## config.mk

```make
export PLATFORM = sky130hd
export DESIGN_NAME = fib_slice_engine
export DESIGN_NICKNAME = d
export VERILOG_FILES = /design/src/rtl/fib_slice_engine.sv
export SDC_FILE = /design/constraint.sdc
export NUM_CORES = 1
export LEC_CHECK = 0
export CORE_AREA = 10 10 153 155
export CTS_BUF_LIST = sky130_fd_sc_hd__clkbuf_8
export CTS_CLUSTER_DIAMETER = 40
export DETAILED_ROUTE_END_ITERATION = 10
export DIE_AREA = 0 0 163 165
export HOLD_SLACK_MARGIN = 0.08
export PLACE_DENSITY = 0.56
export SYNTH_ARGS = -nofsm -noshare
export SYNTH_HDL_FRONTEND = slang
export SYNTH_SLANG_ARGS = --single-unit
export TNS_END_PERCENT = 30
```

## constraint.sdc

```tcl
create_clock -name clk -period 4.58 [get_ports clk]
set_input_delay 0.916 -clock clk [delete_from_list [all_inputs] [get_ports clk]]
set_output_delay 0.916 -clock clk [all_outputs]
set_load 0.03 [all_outputs]
```

## src/rtl/fib_slice_engine.sv

```systemverilog
// fib_slice_engine: multi-cycle Fibonacci generator using a SLICE-bit-per-cycle adder.
// Optional trace outputs term_valid/term are enabled by defining FIB_SLICE_TRACE_EN.
module fib_slice_engine #(
    parameter int WIDTH = 32,
    parameter int SLICE = 8,
    parameter int IDX_W = 8
) (
    input  logic             clk,
    input  logic             rst_n,
    input  logic             start,
    input  logic [IDX_W-1:0] n,
    output logic             busy,
    output logic             done,
    output logic [WIDTH-1:0] fib,
    output logic             overflow
`ifdef FIB_SLICE_TRACE_EN
    ,
    output logic             term_valid,
    output logic [WIDTH-1:0] term
`endif
);
    localparam int S  = WIDTH / SLICE;
    localparam int SW = (S > 1) ? $clog2(S) : 1;

    generate
        if (WIDTH % SLICE != 0) begin : g_bad_cfg
            $error("fib_slice_engine: WIDTH must be a multiple of SLICE");
        end
    endgenerate

    typedef enum logic [1:0] {IDLE, ADD, FIN} state_t;

    state_t           r_state, w_next;
    logic [IDX_W-1:0] r_n, r_k;
    logic [WIDTH-1:0] r_a, r_b, r_sum, r_fib, w_sum;
    logic [SW-1:0]    r_slice;
    logic             r_carry, r_busy, r_done, r_ovf;
    logic [SLICE-1:0] w_a_sl, w_b_sl, w_s;
    logic             w_c, w_last, w_fin;
    logic [IDX_W-1:0] w_k_next;

    assign w_a_sl   = r_a[int'(r_slice)*SLICE +: SLICE];
    assign w_b_sl   = r_b[int'(r_slice)*SLICE +: SLICE];
    assign {w_c, w_s} = {1'b0, w_a_sl} + {1'b0, w_b_sl} + (SLICE+1)'(r_carry);
    assign w_k_next = r_k + 1'b1;
    assign w_last   = (r_state == ADD) && (r_slice == SW'(S-1));
    assign w_fin    = w_last && (w_k_next == r_n);

    // Merge the current slice result into the partially assembled sum.
    always_comb begin
        w_sum = r_sum;
        w_sum[int'(r_slice)*SLICE +: SLICE] = w_s;
    end

    always_comb begin
        w_next = r_state;
        case (r_state)
            IDLE:    w_next = start ? ((n >= IDX_W'(2)) ? ADD : FIN) : IDLE;
            ADD:     w_next = w_fin ? IDLE : ADD;
            default: w_next = IDLE;
        endcase
    end

    always_ff @(posedge clk or negedge rst_n) begin
        if (!rst_n) r_state <= IDLE;
        else        r_state <= w_next;
    end

    always_ff @(posedge clk or negedge rst_n) begin
        if (!rst_n) begin
            r_n     <= '0;
            r_k     <= '0;
            r_a     <= '0;
            r_b     <= '0;
            r_sum   <= '0;
            r_fib   <= '0;
            r_slice <= '0;
            r_carry <= 1'b0;
            r_busy  <= 1'b0;
            r_done  <= 1'b0;
            r_ovf   <= 1'b0;
        end else begin
            r_done <= 1'b0;
            if (r_state == IDLE && start) begin
                r_n     <= n;
                r_a     <= '0;
                r_b     <= WIDTH'(1);
                r_k     <= IDX_W'(1);
                r_carry <= 1'b0;
                r_slice <= '0;
                r_ovf   <= 1'b0;
                r_busy  <= 1'b1;
            end else if (r_state == ADD) begin
                if (w_last) begin
                    r_carry <= 1'b0;
                    r_slice <= '0;
                    r_a     <= r_b;
                    r_b     <= w_sum;
                    r_k     <= w_k_next;
                    r_ovf   <= r_ovf | w_c;
                    if (w_fin) begin
                        r_fib  <= w_sum;
                        r_done <= 1'b1;
                        r_busy <= 1'b0;
                    end
                end else begin
                    r_carry <= w_c;
                    r_slice <= r_slice + 1'b1;
                    r_sum   <= w_sum;
                end
            end else if (r_state == FIN) begin
                r_fib  <= (r_n != '0) ? WIDTH'(1) : '0;
                r_done <= 1'b1;
                r_busy <= 1'b0;
            end
        end
    end

    assign busy     = r_busy;
    assign done     = r_done;
    assign fib      = r_fib;
    assign overflow = r_ovf;

`ifdef FIB_SLICE_TRACE_EN
    logic             r_tv;
    logic [WIDTH-1:0] r_term;

    always_ff @(posedge clk or negedge rst_n) begin
        if (!rst_n) begin
            r_tv   <= 1'b0;
            r_term <= '0;
        end else begin
            r_tv <= w_last;
            if (w_last) r_term <= w_sum;
        end
    end

    assign term_valid = r_tv;
    assign term       = r_term;
`endif
endmodule

```

==> flow_metrics.tcl <==
set metrics [dict create \
    muxShareOfSynthArea 0.0706 \
    clock-root-buffer "clkbuf_8" \
    rsz0062_at_grt "no" \
    synth_commonest_cells "dfrtp_1, nand2_1, a22o_1" \
    cp-end-kind "flip-flop" \
    grt_overflow_total 0 \
    synth_nets 662 \
    synth-simple-area-share 0.125 \
    finalNonFillerCells 946 \
    syn-cell-area_um2 7020 \
    synthAdderAreaFrac 0.0289 \
    post_cts_buffers 0 \
    synth_cell_types 54 \
    grt_antenna_before_repair 0 \
    place.gp.congestion 0.841 \
    synth_top_family_by_area "compound AO/OA/AOI/OAI gates" \
    drc 0 \
    p_leak_uw 0.00364 \
    timing.fmax_mhz 283 \
    cts_sinks 151 \
    period_needed_ns 3.53 \
    viasPerCell 5.44 \
    wire_per_inst_um 19.5 \
    rr_startpoint "r_slice[0]" \
    tns_ns 0 \
    clock_latency_ns 0.46 \
    port_buffers 45 \
    skew_ns 0.0165 \
    setup_viol 0 \
    cap_violations 0 \
    cts_resized 0 \
    arrival_ns 3.90 \
    track_usage 0.142 \
    synth-seq-cells 151 \
    grt_max_degree 104 \
    place_hpwl_um 12800 \
    cp_max_fo 19 \
    worst_hold_slack_ns 0.387 \
    hold_viol 0 \
    die_h_um 165 \
    ctsLongestPathBuffers 2 \
    synth_edf_count 0 \
    cts_buffers 17 \
    placed_cells 914 \
    drv_slew 0 \
    grt_pass1_wl_um 30200 \
    cp-start-kind "flip-flop" \
    r2r_cells 9 \
    start_util 0.348 \
    r2r_slack_ns 1.05 \
    synthXorXnorAreaFrac 0.0150 \
    clk_pin_slew_ns 0.10 \
    cts_tree "built" \
    yosys-top-cells-area "dfrtp_1, a22o_1, mux4_2" \
    htreeDepth 4 \
    die_w_um 163 \
    layout-drive-gt1-share 0.108 \
    netlist_instances 636 \
    drtAntennaViolNets 0 \
    tightestPinTransition_ns 1.04 \
    worstPathRequired_ns 4.95 \
    yosysSeqAreaShare 0.538 \
    status "finished clean" \
    synth_compound_gate_area_share 0.187 \
    diodes 0 \
    critPathKind "reg -> reg" \
    p_per_area_nw_per_um2 514 \
    period_share 0.771 \
    drtIter0Drc 458 \
    fin_nets 689 \
    die_area_um2 26900 \
    area_delta_synth_final_pct 15.1 \
    coreArea_um2 20200 \
    yosysMostFrequentCell "dfrtp_1" \
    synth-async-reset-ratio 1.00 \
    avgSynthCellArea_um2 11.0 \
    io_pins 46 \
    synth_top_area_share 0.538 \
    rows 52 \
    worstHoldPathType "reg -> reg" \
    hold_buffers 0 \
    firstDrtPassIters 4 \
    totalWireLength_um 18500 \
    max_slew_margin 0.310 \
    yosys.area.top_type "dfrtp_1" \
    ir_drop_v 0.000231 \
    grt_pass1_vias 5249 \
    via_count 5148 \
    reg2reg_to "fib[22]" \
    synth_flop_cell "dfrtp_1" \
    yosysWarnings 0 \
    hold_depth 0 \
]
## cell families (layout without fill, tap and decap cells)
kind of cell             after synthesis  in the layout
buffers and inverters                 60            100
XOR/XNOR                              12             12
adder cells (fa/ha/maj)               15             15
multiplexers                          29             29
AO/OA/AOI/OAI                        188            188
flip-flops                           151            151
AND/OR/NAND/NOR                      181            181
## where the power goes
part | switching (µW) | internal (µW)
clock network | 569 | 396
registers | 186 | 1540
logic | 961 | 503
## per-stage QoR
step | util | area, µm² | total power, µW | setup WS, ns
finish | 0.401 | 8080 | 4150 | 1.05
global route | 0.401 | 8080 | 4400 | 0.824
CTS | 0.401 | 8080 | 4180 | 1.07
detailed placement | 0.382 | 7710 | 3210 | 1.09
global placement | 0.382 | 7710 | 3180 | 1.15
floorplan | - | 7020 | 2700 | 1.31
## layout by cell type (no fill, tap or decap), types with 5 or more instances in the layout
master	synthesis	layout
a21oi_1	17	17
a22o_1	63	63
a22oi_1	20	20
a31oi_1	5	5
and2_1	5	5
buf_4	0	8
clkbuf_8	0	17
clkdlybuf4s50_1	0	44
dfrtp_1	151	151
ha_1	13	13
inv_1	11	11
inv_6	0	6
mux2i_1	9	9
mux4_2	16	16
nand2_1	79	79
nand3_1	36	36
nor2_1	17	16
nor2b_1	14	14
o21ai_0	61	61
xnor2_1	8	8
## critical path, cell delays in order, from the launching register on
cell	delay, ns
dfrtp_1	0.44
buf_4	0.38
mux4_2	0.56
ha_1	0.37
nor2b_1	0.17
o31a_1	0.28
o311a_1	0.32
nor3_2	0.52
a22oi_1	0.18
o21ai_0	0.23
## cell type report
| class | count | area (µm²) |
|---|---|---|
| Clock buffer | 17 | 234 |
| Clock inverter | 15 | 136 |
| Fill cell | 1984 | 12100 |
| Inverter | 14 | 52.6 |
| Multi-Input combinational cell | 425 | 3010 |
| Sequential cell | 151 | 3780 |
| Tap cell | 270 | 338 |
| Timing Repair Buffer | 54 | 532 |
## layer usage
layer / wire length [µm] / track usage / part of all wire
met1: 8610 / 0.190 / 0.47
met2: 8740 / 0.220 / 0.47
met3: 826 / 0.0378 / 0.045
met4: 309 / 0.0434 / 0.017
met5: 0 / 0 / 0
## sequential cells by signal, summed over array words and instances (netlist names), named ones only
register / cells
fib: 32
r_a: 32
r_b: 32
r_sum: 20
r_k: 8
r_n: 8
r_slice: 2
r_state: 2
busy: 1
done: 1
overflow: 1
r_carry: 1
## worst max-delay path by stage
stage,endpoint,startpoint,slack [ns]
finish,fib[22],r_slice[0],1.05
detailed placement,fib[22],r_slice[0],1.09
floorplan,fib[14],r_slice[0],1.31
CTS,fib[14],r_slice[0],1.07
global route,fib[6],r_slice[0],0.82
global placement,r_b[22],r_slice[0],1.15
Note: power is estimated with default switching activity, not from simulation.
